### src/rtl/seg7_pkg.sv
// Shared definitions for the 4-digit multiplexed 7-segment scan driver.
//
// Contents:
//   NUM_DIGITS      number of multiplexed digits
//   SEG_OFF/AN_OFF  all-dark segment and anode patterns (active-low)
//   GLYPH_0..F      active-low segment patterns, bit 0 = a .. bit 6 = g
//   digit_idx_t     type of the scanned digit index
//   an_select()     active-low one-hot anode pattern for a digit index
//
// Optional feature macro used by the top: LEADING_ZERO_BLANK_EN.
package seg7_pkg;

  localparam int NUM_DIGITS = 4;

  localparam logic [6:0] SEG_OFF = 7'h7F;
  localparam logic [3:0] AN_OFF  = 4'hF;

  // Active-low glyphs, bit order {g,f,e,d,c,b,a}.
  localparam logic [6:0] GLYPH_0 = 7'h40;
  localparam logic [6:0] GLYPH_1 = 7'h79;
  localparam logic [6:0] GLYPH_2 = 7'h24;
  localparam logic [6:0] GLYPH_3 = 7'h30;
  localparam logic [6:0] GLYPH_4 = 7'h19;
  localparam logic [6:0] GLYPH_5 = 7'h12;
  localparam logic [6:0] GLYPH_6 = 7'h02;
  localparam logic [6:0] GLYPH_7 = 7'h78;
  localparam logic [6:0] GLYPH_8 = 7'h00;
  localparam logic [6:0] GLYPH_9 = 7'h10;
  localparam logic [6:0] GLYPH_A = 7'h08;
  localparam logic [6:0] GLYPH_B = 7'h03;  // lower-case b
  localparam logic [6:0] GLYPH_C = 7'h46;
  localparam logic [6:0] GLYPH_D = 7'h21;  // lower-case d
  localparam logic [6:0] GLYPH_E = 7'h06;
  localparam logic [6:0] GLYPH_F = 7'h0E;

  typedef logic [1:0] digit_idx_t;

  // Active-low anode pattern with only the selected digit driven low.
  function automatic logic [3:0] an_select(input digit_idx_t idx);
    logic [3:0] onehot;
    onehot = 4'b0001 << idx;
    return ~onehot;
  endfunction

endpackage

### src/rtl/seg7_decoder.sv
// Combinational hex-nibble to 7-segment glyph decoder.
//
// Ports:
//   nibble_i  in  4  hex digit 0..F
//   seg_o     out 7  active-low segments, seg_o[0]=a .. seg_o[6]=g
//
// Digits 10..15 render as A b C d E F.
module seg7_decoder
  import seg7_pkg::*;
(
  input  logic [3:0] nibble_i,
  output logic [6:0] seg_o
);

  always_comb begin
    seg_o = SEG_OFF;
    case (nibble_i)
      4'h0: seg_o = GLYPH_0;
      4'h1: seg_o = GLYPH_1;
      4'h2: seg_o = GLYPH_2;
      4'h3: seg_o = GLYPH_3;
      4'h4: seg_o = GLYPH_4;
      4'h5: seg_o = GLYPH_5;
      4'h6: seg_o = GLYPH_6;
      4'h7: seg_o = GLYPH_7;
      4'h8: seg_o = GLYPH_8;
      4'h9: seg_o = GLYPH_9;
      4'hA: seg_o = GLYPH_A;
      4'hB: seg_o = GLYPH_B;
      4'hC: seg_o = GLYPH_C;
      4'hD: seg_o = GLYPH_D;
      4'hE: seg_o = GLYPH_E;
      4'hF: seg_o = GLYPH_F;
      default: seg_o = SEG_OFF;
    endcase
  end

endmodule

### src/rtl/seg7_scan_driver.sv
// Four-digit multiplexed common-anode 7-segment scan driver.
//
// Scans one digit per slot of SCAN_PERIOD clocks, decodes the digit's nibble,
// applies a PWM duty of (brightness+1)/8 inside each slot, and latches the
// inputs into shadow registers once per frame (4 slots) so a frame never
// mixes old and new digits.
//
// Parameters:
//   SCAN_PERIOD  clocks per digit slot, multiple of 8 and >= 8
//
// Ports:
//   clk         in   1   system clock
//   rst         in   1   asynchronous active-high reset
//   value       in   16  four hex digits, digit0 = value[3:0] (rightmost)
//   dp_mask     in   4   decimal point request, bit i = digit i
//   brightness  in   3   0 = 1/8 duty .. 7 = full duty
//   an          out  4   active-low anodes, an[i] = digit i
//   seg         out  7   active-low segments, seg[0]=a .. seg[6]=g
//   dp          out  1   active-low decimal point
//   frame_done  out  1   high for the cycle in which the snapshot is taken
//
// Optional feature: define LEADING_ZERO_BLANK_EN to blank leading zero digits
// (digits 3..1) whose value and dp request are zero along with all higher
// digits. Blanked slots keep their time; the scan does not skip them.
module seg7_scan_driver
  import seg7_pkg::*;
#(
  parameter int SCAN_PERIOD = 100_000
) (
  input  logic        clk,
  input  logic        rst,
  input  logic [15:0] value,
  input  logic [3:0]  dp_mask,
  input  logic [2:0]  brightness,
  output logic [3:0]  an,
  output logic [6:0]  seg,
  output logic        dp,
  output logic        frame_done
);

  // Slot counter width covers 0..SCAN_PERIOD-1; threshold width covers the
  // full-duty threshold SCAN_PERIOD itself.
  localparam int CNT_W = (SCAN_PERIOD > 1) ? $clog2(SCAN_PERIOD) : 1;
  localparam int THR_W = $clog2(SCAN_PERIOD + 1);

  localparam logic [CNT_W-1:0] CNT_TC     = CNT_W'(SCAN_PERIOD - 1);
  localparam logic [CNT_W-1:0] CNT_PRE_TC = CNT_W'(SCAN_PERIOD - 2);
  localparam logic [THR_W-1:0] DUTY_STEP  = THR_W'(SCAN_PERIOD / 8);
  localparam digit_idx_t       LAST_DIGIT = digit_idx_t'(NUM_DIGITS - 1);

  // ---------------------------------------------------------------------------
  // State
  // ---------------------------------------------------------------------------
  logic [CNT_W-1:0] cnt_q, cnt_d;
  digit_idx_t       idx_q, idx_d;

  logic [15:0]      sh_value_q;
  logic [3:0]       sh_dp_q;
  logic [2:0]       sh_bright_q;

  logic [3:0]       an_q, an_d;
  logic [6:0]       seg_q, seg_d;
  logic             dp_q, dp_d;
  logic             frame_done_q, frame_done_d;

  // ---------------------------------------------------------------------------
  // Slot timing
  // ---------------------------------------------------------------------------
  logic slot_end;
  logic frame_end;

  assign slot_end  = (cnt_q == CNT_TC);
  assign frame_end = slot_end && (idx_q == LAST_DIGIT);

  always_comb begin
    cnt_d = cnt_q + CNT_W'(1);
    idx_d = idx_q;
    if (slot_end) begin
      cnt_d = '0;
      idx_d = idx_q + digit_idx_t'(1);
    end
  end

  // frame_done is registered one cycle early so that it is high exactly
  // during the terminal cycle of the last slot, the cycle whose closing edge
  // loads the shadow registers.
  assign frame_done_d = (cnt_q == CNT_PRE_TC) && (idx_q == LAST_DIGIT);

  // ---------------------------------------------------------------------------
  // Digit content from the shadow registers
  // ---------------------------------------------------------------------------
  logic [3:0] nibble;
  logic [6:0] glyph;

  assign nibble = sh_value_q[{idx_q, 2'b00} +: 4];

  seg7_decoder u_decoder (
    .nibble_i (nibble),
    .seg_o    (glyph)
  );

  // Duty compare: threshold = (brightness+1) * SCAN_PERIOD/8, at most
  // SCAN_PERIOD, which THR_W is sized to hold.
  logic [THR_W-1:0] duty_thr;
  logic [THR_W-1:0] cnt_ext;
  logic             duty_on;

  assign duty_thr = (THR_W'(sh_bright_q) + THR_W'(1)) * DUTY_STEP;
  assign cnt_ext  = THR_W'(cnt_q);
  assign duty_on  = (cnt_ext < duty_thr);

  // ---------------------------------------------------------------------------
  // Leading-zero blanking
  // ---------------------------------------------------------------------------
  logic [3:0] blank_vec;

`ifdef LEADING_ZERO_BLANK_EN
  // A digit is blank when it and every higher digit are zero with no dp
  // request; the chain carries "everything above is blank" downwards.
  assign blank_vec[3] = (sh_value_q[15:12] == 4'h0) && !sh_dp_q[3];
  assign blank_vec[2] = blank_vec[3] && (sh_value_q[11:8] == 4'h0) && !sh_dp_q[2];
  assign blank_vec[1] = blank_vec[2] && (sh_value_q[7:4] == 4'h0) && !sh_dp_q[1];
  assign blank_vec[0] = 1'b0;
`else
  assign blank_vec = 4'b0000;
`endif

  logic digit_lit;
  assign digit_lit = duty_on && !blank_vec[idx_q];

  always_comb begin
    an_d  = AN_OFF;
    seg_d = SEG_OFF;
    dp_d  = 1'b1;
    if (digit_lit) begin
      an_d  = an_select(idx_q);
      seg_d = glyph;
      dp_d  = ~sh_dp_q[idx_q];
    end
  end

  // ---------------------------------------------------------------------------
  // Registers
  // ---------------------------------------------------------------------------
  always_ff @(posedge clk or posedge rst) begin
    if (rst) begin
      cnt_q        <= '0;
      idx_q        <= '0;
      sh_value_q   <= '0;
      sh_dp_q      <= '0;
      sh_bright_q  <= '0;
      an_q         <= AN_OFF;
      seg_q        <= SEG_OFF;
      dp_q         <= 1'b1;
      frame_done_q <= 1'b0;
    end else begin
      cnt_q        <= cnt_d;
      idx_q        <= idx_d;
      an_q         <= an_d;
      seg_q        <= seg_d;
      dp_q         <= dp_d;
      frame_done_q <= frame_done_d;
      if (frame_end) begin
        sh_value_q  <= value;
        sh_dp_q     <= dp_mask;
        sh_bright_q <= brightness;
      end
    end
  end

  assign an         = an_q;
  assign seg        = seg_q;
  assign dp         = dp_q;
  assign frame_done = frame_done_q;

endmodule
### config.mk
export PLATFORM = sky130hd
export DESIGN_NAME = seg7_scan_driver
export DESIGN_NICKNAME = d
export VERILOG_FILES = /design/src/rtl/seg7_pkg.sv /design/src/rtl/seg7_decoder.sv /design/src/rtl/seg7_scan_driver.sv
export SDC_FILE = /design/constraint.sdc
export NUM_CORES = 1
export LEC_CHECK = 0
export ABC_AREA = 1
export CAP_MARGIN = 20
export CORE_MARGIN = 2
export CORE_UTILIZATION = 30
export CTS_BUF_LIST = sky130_fd_sc_hd__clkbuf_4 sky130_fd_sc_hd__clkbuf_8
export DETAILED_ROUTE_END_ITERATION = 7
export RECOVER_POWER = 100
export SYNTH_ARGS = -nofsm -noshare
export SYNTH_HDL_FRONTEND = slang
export SYNTH_SLANG_ARGS = --single-unit
export TNS_END_PERCENT = 100
### constraint.sdc
create_clock -name clk -period 5.1 [get_ports clk]
set_input_delay 1.02 -clock clk [delete_from_list [all_inputs] [get_ports clk]]
set_output_delay 1.02 -clock clk [all_outputs]
set_load 0.01 [all_outputs]
---- After elaboration in Yosys (flattened, before gate mapping) ----
Memories as Yosys holds them, arrays and structs flattened.
Cells that the tools add are included.
storage, ports and cells
  register bits after elaboration ......... 55
  bits in latches ......................... 0
  RAM bits ................................ 0
  ROM bits ................................ 112
  bits of input ports ..................... 25
  output and inout port bits .............. 13
  word-level logic and storage cells ...... 35
  memories ................................ 1
cells by class
  $add $sub $neg .......................... 3
  multiply operators ...................... 1
  div/mod/pow operators ................... 0
  $lt $le $gt $ge ......................... 2
  equal/unequal tests ..................... 3
  shift-type cells ........................ 2
  muxes and demuxes ....................... 8
  bitwise operators ....................... 2
  reduce and logical (&&, ||, !) cells .... 4
memories
  memory           words  width  rd ports  clocked after memory_dff  write ports  RTL line            text
  (no name shown)  16     7      1         0                         0            seg7_decoder.sv:17  case (nibble_i)
operator list
  kind                                                 number
  equality test 17 bit (second input constant)         2
  adder 17 x 1 -> 17 bit (second input constant)       1
  < comparator 17 bit                                  1
  two-way mux 17 bit                                   1
  variable part select 16 x 5 -> 4 bit                 1
  multiplier 4 x 12 -> 15 bit (second input constant)  1
  two-way mux 7 bit                                    1
  adder 3 x 1 -> 4 bit (second input constant)         1
  binary-select mux 1 bit (select 2 bit)               2
  two-way mux 4 bit                                    1
  inverter 4 bit                                       1
  left shift 1 x 2 -> 4 bit (first input constant)     1
  logical AND 1 bit                                    3
  < comparator 2 x 3 -> 1 bit (second input constant)  1
  two-way mux 1 bit                                    3
  adder 2 x 1 -> 2 bit (second input constant)         1
  equality test 2 bit (second input constant)          1
  zero test 1 bit                                      1
  inverter 1 bit                                       1

---- Depth between registers and ports, before layout ----
Gate-level depths: netlist (run 1).
  word-level depth ........................ 5
  gate-level depth with buffers ........... 24
  gate-level depth less buffers ........... 23

---- Hierarchy ----
Synthesis (run 1) repeated with hierarchy kept, for this count alone.
unflattened totals
  cells, all modules ...................... 461
  area total of the unflattened synthesis .. 3703.6 µm²
by module, submodules not included
  module            instances  cells each  area each (µm²)  sequential area each (µm²)
  seg7_scan_driver  1          410         3428.3           1391.3
  seg7_decoder      1          51          275.3            0.0

---- Least setup slack after synthesis (run 1) ----
No wires, ideal clock.
  path type ............................... flip-flop to flip-flop
  start ................................... reg sh_bright_q[0]
  end ..................................... reg seg_q[3], in the netlist seg[3]
  library setup time ...................... 0.097 ns
  arrival time ............................ 3.654 ns
  required time ........................... 5.003 ns
  slack ................................... 1.349 ns
  cell stages (with the launch flop) ...... 22
  buffers on the path ..................... 1
  period minus slack after synthesis ...... 3.751 ns
  path through ............................ dfrtp_1 > clkinv_1 > nor3_1 > ha_1 > ha_1 > ha_1 > inv_1 > o21bai_1 > inv_1 > o21bai_1 > a21oi_1 > nand2_1 > nand2_1 > nand2_1 > ha_1 > nand2_1 > inv_1 > nor3_1 > o21ai_0 > a21oi_1 > clkbuf_1 > nand3_1
between the ends
  cells in the longest elaborated chain, start to end .. 5
RTL lines
  element                      RTL line                 text
  from (decl)                  seg7_scan_driver.sv:59   logic [2:0] sh_bright_q;
  from (signal assigned)       seg7_scan_driver.sv:166  sh_bright_q <= brightness;
  adder 3 x 1 -> 4 bit         seg7_scan_driver.sv:108  assign duty_thr = (THR_W'(sh_bright_q) + THR_W'(1)) * DUTY_STEP;
  multiplier 4 x 12 -> 15 bit  seg7_scan_driver.sv:108
  < comparator 17 bit          seg7_scan_driver.sv:110  assign duty_on = (cnt_ext < duty_thr);
  logical AND 1 bit            seg7_scan_driver.sv:129  assign digit_lit = duty_on && !blank_vec[idx_q];
  two-way mux 7 bit            seg7_scan_driver.sv:135  if (digit_lit) begin
  net seg_d[3]                 seg7_scan_driver.sv:62   logic [6:0] seg_q, seg_d;
  to (signal assigned)         seg7_scan_driver.sv:160  seg_q <= seg_d;
  to (decl)                    seg7_scan_driver.sv:62
The timed path passes the listed nets, and every way through them passes these cells.
A chain may end at the register's enable or synchronous reset.

---- Final worst setup path (run 1) ----
  start ................................... reg sh_bright_q[0]
  end ..................................... reg seg_q[4], in the netlist seg[4]
The elaborated chain is that of the path after synthesis.

==> results.sh, run 1 <==
export IMPL_status="finished, violations left"
export IMPL_violations="max-capacitance violations, max-slew violations"
export IMPL_cp_arrival_ns=4.27
export IMPL_grt_pass1_wl_mm=14.1
export IMPL_finalHoldViolations=0
export IMPL_drv_slew=64
export IMPL_synthMuxAreaShare_pct=0
export IMPL_clkSlewWorstSetupHoldPaths_ns=0.10
export IMPL_die_x_um=114
export IMPL_critPathLaunch="sh_bright_q[0]"
export IMPL_timing_rr_start="sh_bright_q[0]"
export IMPL_ys_flop_type="dfrtp_1"
export IMPL_cts_tree="yes"
export IMPL_wl_mm=8.07
export IMPL_cts_sinks=55
export IMPL_overflow=0
export IMPL_p_seq_share_pct=57.1
export IMPL_r2r_end="seg[4]"
export IMPL_hp_class="flip-flop to flip-flop"
export IMPL_synth_simple_area_share_pct=27.1
export IMPL_num_vias=3013
export IMPL_ys_seq_elements=55
export IMPL_grt_max_degree=37
export IMPL_cts_buffer_depth=2
export IMPL_worstSkewPairLatency_ns=0.31
export IMPL_crit_fanout=12
export IMPL_synth_compound_area_share_pct=8.44
export IMPL_final_cell_mix="138 x nand2_1, 56 x inv_1, 43 x dfrtp_1"
export IMPL_dp_hpwl_mm=6.25
export IMPL_crit_end="seg[4]"
export IMPL_synth_seq_area_share_pct=38.1
export IMPL_cts_hold_buf=0
export IMPL_ir_drop_uv=91.6
export IMPL_clkPwrFrac_pct=39.4
export IMPL_ys_warn_count=0
export IMPL_p_switching_mw=0.158
export IMPL_io_buffers=37
export IMPL_fmax_mhz=248
export IMPL_cts_buffers=5
export IMPL_antenna_left=0
export IMPL_drt_iter0_drc=136
export IMPL_synthAdderAreaFrac_pct=14.4
export IMPL_worstMarginPinSlew_ns=1.88
export IMPL_cts_resized=0
export IMPL_rows=40
export IMPL_drc_errors=0
export IMPL_fin_crit_ns=4.03
export IMPL_power_density_mw_per_mm2=181
export IMPL_final_setup_tns_ns=0
export IMPL_antenna_found_initial=0
export IMPL_avgSynthCellArea_um2=7.83
export IMPL_setup_viol=0
export IMPL_p_int_mw=0.606
export IMPL_area_delta_synth_final_pct=15.8
export IMPL_gp_congestion=0.815
export IMPL_r2r_cells=21
export IMPL_rsz0062_at_grt="false"
export IMPL_yosysUniqueCellTypes=35
export IMPL_start_util_pct=30.5
export IMPL_wl_per_cell_um=12.4
export IMPL_crit_path_end_kind="flip-flop"
export IMPL_grt_util_met2_pct=20.7
export IMPL_antenna_cells=0
export IMPL_grt_util_met3_pct=1.96
export IMPL_root_buffer="clkbuf_8"
export IMPL_fin_nets=570
export IMPL_ios=38
export IMPL_ys_async_sr_fraction_pct=100
export IMPL_grt_use_total_pct=13.3
export IMPL_dieArea_mm2=0.0131
export IMPL_drive_above_1_share_pct=4.56
export IMPL_core_region_area_mm2=0.0120
export IMPL_grt_pass1_vias=3015
export IMPL_synth_cells=466
export IMPL_cap_violations=2
export IMPL_hold_start="cnt_ext[0]"
export IMPL_switching_share_pct=20.6
export IMPL_grt_busiest_layer="met2"
export IMPL_cp_start_kind="flip-flop"
export IMPL_final_common_cell="nand2_1"
export IMPL_viasPerCell=4.63
export IMPL_power_mw=0.764
export IMPL_grt_use_met1_pct=19.3
export IMPL_combPwrFrac_pct=3.5
export IMPL_synth_edf_count=0
export IMPL_synthXorXnorAreaFrac_pct=4.32
export IMPL_critPathKind="flip-flop to flip-flop"
export IMPL_synth_cell_area_mm2=0.00365
export IMPL_r2r_slack_ns=1.07
export IMPL_die_y_um=114
export IMPL_fin_crit_sh_pct=79.0
export IMPL_relSlewSlack_pct=-25.6
export IMPL_htreeDepth=2
export IMPL_synth_top_family_by_area="simple AND/OR/NAND/NOR gates"
export IMPL_leakage_nw=1.99
export IMPL_post_cts_setup_buffers=0
export IMPL_synthesis_nets=533
export IMPL_drt_pass1_iter_count=4
export IMPL_finClkSkew_ns=0.0112
export IMPL_cp_required_ns=5.34
-- registers in the layout (all words and copies together) (netlist names) --
register / count
cnt_ext: 17
sh_value_q: 16
seg: 7
an: 4
sh_dp_q: 4
sh_bright_q: 3
idx_q: 2
dp: 1
frame_done: 1
-- synth_stat cells (all sizes together) (5+ instances only) --
cell	instances	share of area, %
nand2	139	15
inv	56	5.8
dfrtp	43	30
ha	42	14
nor2	36	4.4
o21ai	36	4.9
nand3	29	4.0
xor2	15	3.6
nor3	13	2.2
dfstp	12	8.6
a21oi	11	1.5
nand4	7	1.2
buf	5	1.2
-- area by class of cell --
| type | count | area (um2) |
|---|---|---|
| fillers | 1236 | 7740 |
| well taps | 147 | 184 |
| clock buffers | 6 | 76.3 |
| inverters | 58 | 218 |
| repair buffers | 39 | 382 |
| flip-flops and latches | 55 | 1390 |
| multi-input cells | 344 | 1940 |
| clock inverters | 2 | 38.8 |
-- power groups by stage --
stage	clock, mW	sequential (mW)	combinational, mW
floorplan	0	0.444	0.00629
detailed placement	0	0.444	0.0284
CTS	0.310	0.436	0.0284
global route	0.328	0.436	0.0296
finish	0.301	0.436	0.0265
global placement	0	0.444	0.0279
-- worst min-delay path by stage --
stage	end	cells past startpoint
floorplan	cnt_ext[0]	1
global placement	cnt_ext[0]	1
detailed placement	sh_dp_q[2]	2
CTS	cnt_ext[0]	1
global route	cnt_ext[0]	1
finish	cnt_ext[0]	1
-- through the flow --
step                      hold WS (ns)  std cells  util (%)  setup slack, ns  instance area [um2]
after global routing             0.530        651      35.3            0.687                 4230
after CTS                        0.507        651      35.7             1.07                 4270
after floorplan                  0.454        466         -             1.35                 3650
after detailed placement         0.483        643      34.7             1.07                 4160
after global placement           0.472        643      34.7             1.24                 4160
final                            0.501        651      35.3             1.07                 4230
-- worst max-delay path, stage by stage, from the launching register on --
cell      delay (ns)
dfrtp_1         0.48
clkinv_1        0.31
nor3_1          0.43
ha_1            0.30
ha_1            0.35
ha_1            0.34
inv_1           0.06
o21bai_1        0.06
inv_1           0.09
o21bai_1        0.07
a21oi_1         0.19
nand2_1         0.08
nand2_1         0.06
nand2_1         0.06
ha_1            0.30
nand2_1         0.07
inv_1           0.04
nor3_1          0.14
o21ai_0         0.10
a21oi_1         0.14
buf_4           0.20
o21ai_0         0.10
-- layer usage --
| metal | vias up | wire [um] |
|---|---|---|
| met1 | 1364 | 4110 |
| met5 | - | 0 |
| li1 | 1582 | - |
| met2 | 61 | 3550 |
| met3 | 6 | 322 |
| met4 | 0 | 92 |
-- cell families after synthesis --
family	after synthesis
AO/OA/AOI/OAI	57
XOR/XNOR	18
AND/OR/NAND/NOR	227
adder cells (fa/ha/maj)	42
flip-flops	55
buffers and inverters	67
Power figures use the tool's default switching activity.
==> run 2: changes to the inputs <==
==> constraint.sdc (replaced) <==
create_clock -name clk -period 3.5 [get_ports clk]
set_input_delay 0.7 -clock clk [delete_from_list [all_inputs] [get_ports clk]]
set_output_delay 0.7 -clock clk [all_outputs]
set_load 0.01 [all_outputs]
==> run 2 against run 1 <==
Final cell count rose by 2.8%. Via count grew 4.7%. First-iteration DRC count rose by 28%. Flip-flop and latch count did not move. Sequential share of layout area fell by 2.6 points. Wire length up 7.7%. Clock power is 28% higher. Combinational power grew 52%. Sequential power rose by 46%. Highest routed layer unchanged. The run still ends with max-capacitance violations, max-slew violations left. Critical endpoint unchanged. Non-clock buffer count up 18. Worst setup slack lost 0.98 ns.
==> results.sh, run 2 (same netlist as run 1, synthesis figures left out) <==
export IMPL_crit_path_end_kind="flip-flop"
export IMPL_final_cell_mix="133 x nand2_1, 52 x inv_1, 42 x dfrtp_1"
export IMPL_multi_input_area_mm2=0.00216
export IMPL_leakage_nw=2.09
export IMPL_critPathLaunch="sh_bright_q[1]"
export IMPL_hp_class="flip-flop to flip-flop"
export IMPL_wl_mm=8.70
export IMPL_crit_chain="inv_2 > nor3_4 > buf_6 > ha_4 > ha_4 > ha_4 > inv_2 > o21ai_2 > nand3_1 > nand2_1 > nand2_1 > nand3_2 > xor2_2 > ha_1 > nand2_2 > nor2_1 > nor3_1 > o21ai_1 > a21oi_2 > buf_6 > o21ai_1"
export IMPL_wl_per_cell_um=13.0
export IMPL_antenna_cells=0
export IMPL_root_buffer="clkbuf_8"
export IMPL_drv_slew=43
export IMPL_fin_crit_sh_pct=97.5
export IMPL_die_y_um=114
export IMPL_cts_sinks=55
export IMPL_cp_required_ns=3.74
export IMPL_violations="max-capacitance violations, max-slew violations"
export IMPL_design_area_mm2=0.00459
export IMPL_num_vias=3154
export IMPL_rows=40
export IMPL_worstSkewPairLatency_ns=0.32
export IMPL_dieArea_mm2=0.0131
export IMPL_gp_congestion=0.954
export IMPL_ios=38
export IMPL_cts_tree="yes"
export IMPL_crit_top_cell="ha_4"
export IMPL_finClkSkew_ns=0.0106
export IMPL_area_delta_synth_final_pct=25.9
export IMPL_status="finished, violations left"
export IMPL_instances_no_fill=669
export IMPL_power_mw=1.06
export IMPL_io_buffers=37
export IMPL_cp_start_kind="flip-flop"
export IMPL_crit_fanout=6
export IMPL_cp_slowest_stage_delay_ns=0.44
export IMPL_dp_hpwl_mm=6.38
export IMPL_timing_rr_start="sh_bright_q[1]"
export IMPL_place_area_mm2=0.00422
export IMPL_fin_nets=588
export IMPL_final_common_cell="nand2_1"
export IMPL_setup_viol=0
export IMPL_antenna_left=0
export IMPL_grt_use_total_pct=13.5
export IMPL_finalHoldViolations=0
export IMPL_relSlewSlack_pct=-25.3
export IMPL_antenna_found_initial=0
export IMPL_register_area_mm2=0.00139
export IMPL_cp_arrival_ns=3.66
export IMPL_clkSlewWorstSetupHoldPaths_ns=0.10
export IMPL_dp_cells=648
export IMPL_cts_buffer_depth=2
export IMPL_grt_max_degree=48
export IMPL_n_fill_cell=1226
export IMPL_overflow=0
export IMPL_cts_buffers=5
export IMPL_ir_drop_uv=144
export IMPL_largest_reg_flops=17
export IMPL_start_util_pct=30.5
export IMPL_grt_pass1_vias=2993
export IMPL_path_buf_inv=4
export IMPL_die_x_um=114
export IMPL_drc_errors=0
export IMPL_cp_top_family="simple AND/OR/NAND/NOR gates"
export IMPL_dp_slack_ns=-0.0626
export IMPL_fmax_mhz=293
export IMPL_worstMarginPinSlew_ns=1.88
export IMPL_slowest_stage="dfrtp_1"
export IMPL_cap_violations=1
export IMPL_grt_pass1_wl_mm=14.2
export IMPL_critPathKind="flip-flop to flip-flop"
export IMPL_drive_above_1_share_pct=14.4
export IMPL_power_density_mw_per_mm2=231
export IMPL_fin_crit_ns=3.41
export IMPL_viasPerCell=4.71
export IMPL_fin_ws_ns=0.0890
export IMPL_htreeDepth=2
export IMPL_core_region_area_mm2=0.0120
export IMPL_hold_start="cnt_ext[0]"
export IMPL_drt_pass1_iter_count=4
export IMPL_drt_iter0_drc=174
==> run 2: cell count changes in the layout (fill, tap and decap cells not counted), moves of 4 or more <==
| cell | before | now |
|---|---|---|
| inv_1 | 56 | 52 |
| ha_4 | 0 | 11 |
| buf_4 | 1 | 13 |
| buf_6 | 0 | 4 |
| nand2_2 | 1 | 5 |
| nand2_1 | 138 | 133 |
| ha_1 | 42 | 30 |
| o21ai_0 | 36 | 32 |
==> run 2: cell type report <==
cell class	count	share of cell area, %
timing repair buffer	57	11.6
clock inverter	1	0.191
clock buffer	7	1.96
tap	147	4.00
inverter	58	4.90
multi-input combinational	344	47.0
sequential	55	30.3
==> run 2: per-layer routing <==
metal / GRT usage (%) / routed length, um / vias up
met3: 1.69 / 307 / 16
met2: 21.2 / 3990 / 68
met1: 19.1 / 4220 / 1460
li1: - / - / 1610
met4: 5.04 / 178 / 0
met5: 0 / 0 / -
==> run 2: final timing paths <==
| check | end | slack [ns] | cells past startpoint |
|---|---|---|---|
| max in group asynchronous | cnt_ext[10] | 0.65 | 3 |
| setup / recovery | seg[4] | 0.09 | 21 |
| min in group asynchronous | sh_bright_q[0] | 0.72 | 2 |
| hold / removal | cnt_ext[0] | 0.50 | 1 |
| setup reg to reg | seg[4] | 0.09 | 21 |
| hold reg to reg | cnt_ext[0] | 0.50 | 1 |
==> run 2: what timing repair did <==
item	CTS	global route
resized for setup	14	34
buffers inserted	2	9
hold buffers	0	0
cloned	1	0
pin swaps	3	15
endpoints found under the setup margin	12	12
==> run 2: worst reg2reg max path: stages (launching register included) <==
cell and delay, ns:
dfrtp_1 0.44, inv_2 0.10, nor3_4 0.28, buf_6 0.14, ha_4 0.20, ha_4 0.27, ha_4 0.13, inv_2 0.04
o21ai_2 0.14, nand3_1 0.09, nand2_1 0.12, nand2_1 0.07, nand3_2 0.10, xor2_2 0.16, ha_1 0.28, nand2_2 0.07
nor2_1 0.04, nor3_1 0.15, o21ai_1 0.10, a21oi_2 0.19, buf_6 0.16, o21ai_1 0.07
==> run 2: per-stage QoR <==
stage / util [%] / hold WS, ns / TNS [ns]
floorplan: - / 0.454 / 0
global placement: 35.2 / 0.474 / 0
detailed placement: 35.2 / 0.484 / -0.466
CTS: 36.8 / 0.499 / 0
global route: 38.4 / 0.525 / -0.771
finish: 38.4 / 0.502 / 0
==> run 2: where the power goes <==
part | leakage, nW | total, mW | internal, mW | switching (mW)
logic | 1.45 | 0.0403 | 0.0243 | 0.0159
clock network | 0.0523 | 0.385 | 0.172 | 0.213
registers | 0.591 | 0.636 | 0.636 | 0
total | 2.09 | 1.06 | 0.832 | 0.229
==> run 3: changes to the inputs <==
--- a/config.mk
+++ b/config.mk
@@ -10,7 +10,9 @@
 export CORE_MARGIN = 2
 export CORE_UTILIZATION = 30
 export CTS_BUF_LIST = sky130_fd_sc_hd__clkbuf_4 sky130_fd_sc_hd__clkbuf_8
+export CTS_CLUSTER_SIZE = 28
 export DETAILED_ROUTE_END_ITERATION = 7
+export GPL_ROUTABILITY_DRIVEN = 0
 export RECOVER_POWER = 100
 export SYNTH_ARGS = -nofsm -noshare
 export SYNTH_HDL_FRONTEND = slang
==> run 3 against run 2 <==
The flow still finishes with violations (max-capacitance violations, max-slew violations). Combinational power decreased by 1%. Non-clock buffer count decreased by 4. Maximum frequency decreased by 0.10%. Sequential share of layout area increased by 0.23 points. Register-to-register slack about the same. Final cell count decreased by 0.60%. Power decreased by 2.0%. Critical endpoint is now seg[0].
==> results.sh, run 3 (same netlist as run 1, synthesis figures left out) <==
export IMPL_status="finished, violations left"
export IMPL_violations="max-capacitance violations, max-slew violations"
export IMPL_start_util_pct=30.5
export IMPL_cp_arrival_ns=3.67
export IMPL_whs_ns=0.500
export IMPL_rows=40
export IMPL_crit_fanout=6
export IMPL_largest_reg_flops=17
export IMPL_viasPerCell=4.69
export IMPL_grt_util_met2_pct=21.3
export IMPL_holdPathStages=1
export IMPL_io_buffers=37
export IMPL_leakage_nw=2.06
export IMPL_crit_top_cell="ha_4"
export IMPL_grt_max_degree=49
export IMPL_grt_busiest_layer="met2"
export IMPL_wl_mm=8.54
export IMPL_drt_iter0_drc=233
export IMPL_dp_slack_ns=-0.0892
export IMPL_crit_path_end_kind="flip-flop"
export IMPL_p_int_mw=0.806
export IMPL_power_mw=1.04
export IMPL_hp_class="flip-flop to flip-flop"
export IMPL_cts_buffers=5
export IMPL_antenna_left=0
export IMPL_grt_pass1_wl_mm=14.3
export IMPL_core_region_area_mm2=0.0120
export IMPL_p_switching_mw=0.235
export IMPL_design_area_mm2=0.00456
export IMPL_place_area_mm2=0.00421
export IMPL_fin_crit_sh_pct=97.6
export IMPL_cp_required_ns=3.75
export IMPL_timing_rr_start="sh_bright_q[0]"
export IMPL_path_buf_inv=6
export IMPL_cp_top_family="adder cells"
export IMPL_die_x_um=114
export IMPL_r2r_cells=23
export IMPL_combPwrFrac_pct=3.8
export IMPL_crit_chain="ha_4 > inv_2 > nand2_2 > nand2_4 > inv_4 > ha_4 > ha_4 > ha_4 > inv_2 > o21bai_1 > inv_1 > o21bai_1 > a21oi_2 > nand3_1 > nand2_2 > ha_4 > nand2_2 > inv_2 > nor3_2 > o21ai_1 > a21oi_2 > buf_6 > nand3_2"
export IMPL_drv_slew=44
export IMPL_grt_use_total_pct=13.7
export IMPL_cp_slowest_stage_delay_ns=0.47
export IMPL_wl_per_cell_um=12.8
export IMPL_min_to="cnt_ext[0]"
export IMPL_power_density_mw_per_mm2=228
export IMPL_grt_use_met1_pct=19.4
export IMPL_clkPwrFrac_pct=35.0
export IMPL_critPathKind="flip-flop to flip-flop"
export IMPL_dp_hpwl_mm=6.24
export IMPL_worstMarginPinSlew_ns=1.86
export IMPL_root_buffer="clkbuf_8"
export IMPL_finClkSkew_ns=0.0105
export IMPL_dieArea_mm2=0.0131
export IMPL_slowest_stage="dfrtp_2"
export IMPL_hold_start="cnt_ext[0]"
export IMPL_final_common_cell="nand2_1"
export IMPL_relSlewSlack_pct=-23.8
export IMPL_clkSlewWorstSetupHoldPaths_ns=0.10
export IMPL_antenna_cells=0
export IMPL_grt_pass1_vias=3117
export IMPL_r2r_end="seg[0]"
export IMPL_final_cell_mix="124 x nand2_1, 51 x inv_1, 41 x dfrtp_1"
export IMPL_drc_errors=0
export IMPL_ios=38
export IMPL_drt_pass1_iter_count=4
export IMPL_worstSkewPairLatency_ns=0.32
export IMPL_rsz0062_at_grt="true"
export IMPL_fin_ws_ns=0.0855
export IMPL_setup_viol=0
export IMPL_cp_start_kind="flip-flop"
export IMPL_htreeDepth=2
export IMPL_cap_violations=1
export IMPL_die_y_um=114
export IMPL_fmax_mhz=293
export IMPL_antenna_found_initial=0
export IMPL_fin_nets=584
export IMPL_cts_sinks=55
export IMPL_drive_above_1_share_pct=15.6
export IMPL_p_seq_share_pct=61.1
export IMPL_grt_util_met3_pct=1.96
export IMPL_fin_crit_ns=3.41
export IMPL_switching_share_pct=22.6
export IMPL_num_vias=3122
export IMPL_ir_drop_uv=150
export IMPL_cts_tree="yes"
export IMPL_cts_buffer_depth=2
export IMPL_finalHoldViolations=0
export IMPL_area_delta_synth_final_pct=25.1
export IMPL_r2r_slack_ns=0.09
export IMPL_overflow=0
==> run 3: cell types whose count changed in the layout (fill, tap and decap cells not counted), moves of 2 or more <==
cell and delta:
nand2_2 +9, buf_6 -2, buf_4 -2, o21ai_1 -2, nor2_2 -2, nand2_1 -9
==> run 3: timing repair <==
item	4_1_cts	5_1_grt
resized for setup	14	39
hold buffers	0	0
gates cloned	1	0
pin swaps	4	14
buffers inserted	3	5
setup endpoints to repair	12	12
==> run 3: worst reg2reg max path: stages (launching register included) <==
cell and delay [ns]:
dfrtp_2 0.47, ha_4 0.18, inv_2 0.06, nand2_2 0.08
nand2_4 0.08, inv_4 0.05, ha_4 0.23, ha_4 0.24
ha_4 0.28, inv_2 0.03, o21bai_1 0.14, inv_1 0.08
o21bai_1 0.19, a21oi_2 0.08, nand3_1 0.10, nand2_2 0.07
ha_4 0.24, nand2_2 0.06, inv_2 0.04, nor3_2 0.15
o21ai_1 0.09, a21oi_2 0.20, buf_6 0.17, nand3_2 0.06
==> run 3: area by class of cell <==
cell class                 count  area [um2]
sequential                    55        1390
fill                        1223        7400
inverter                      58         225
timing repair buffer          53         495
clock buffer                   5        68.8
clock inverter                 3        22.5
tap                          147         184
multi-input combinational    344        2170
==> run 3: stage by stage <==
| step | utilization (%) | instances | setup TNS, ns |
|---|---|---|---|
| floorplan | - | 466 | 0 |
| global placement | 35.2 | 647 | 0 |
| detailed placement | 35.2 | 647 | -0.827 |
| CTS | 36.9 | 659 | 0 |
| global route | 38.1 | 665 | -1.42 |
| finish | 38.1 | 665 | 0 |
==> run 3: worst max path at each step <==
stage,start,endpoint,cells past startpoint
2_1_floorplan,sh_bright_q[0],seg[3],24
3_3_place_gp,sh_bright_q[0],seg[4],24
3_5_place_dp,sh_bright_q[0],seg[4],21
4_1_cts,sh_bright_q[0],seg[4],21
5_1_grt,sh_bright_q[0],seg[0],24
6_report,sh_bright_q[0],seg[0],23
==> run 3: power by group through the flow <==
stage | combinational (mW) | clock, mW | sequential, mW
after global routing | 0.0445 | 0.407 | 0.636
final | 0.0399 | 0.364 | 0.636
after global placement | 0.0414 | 0 | 0.648
after CTS | 0.0421 | 0.378 | 0.636
after detailed placement | 0.0419 | 0 | 0.648
after floorplan | 0.00917 | 0 | 0.648
==> run 3: metal layers <==
layer	vias up	part of all wire (%)
met3	14	3.7
met4	0	2.2
met2	71	47
met1	1433	47
met5	-	0
li1	1604	-
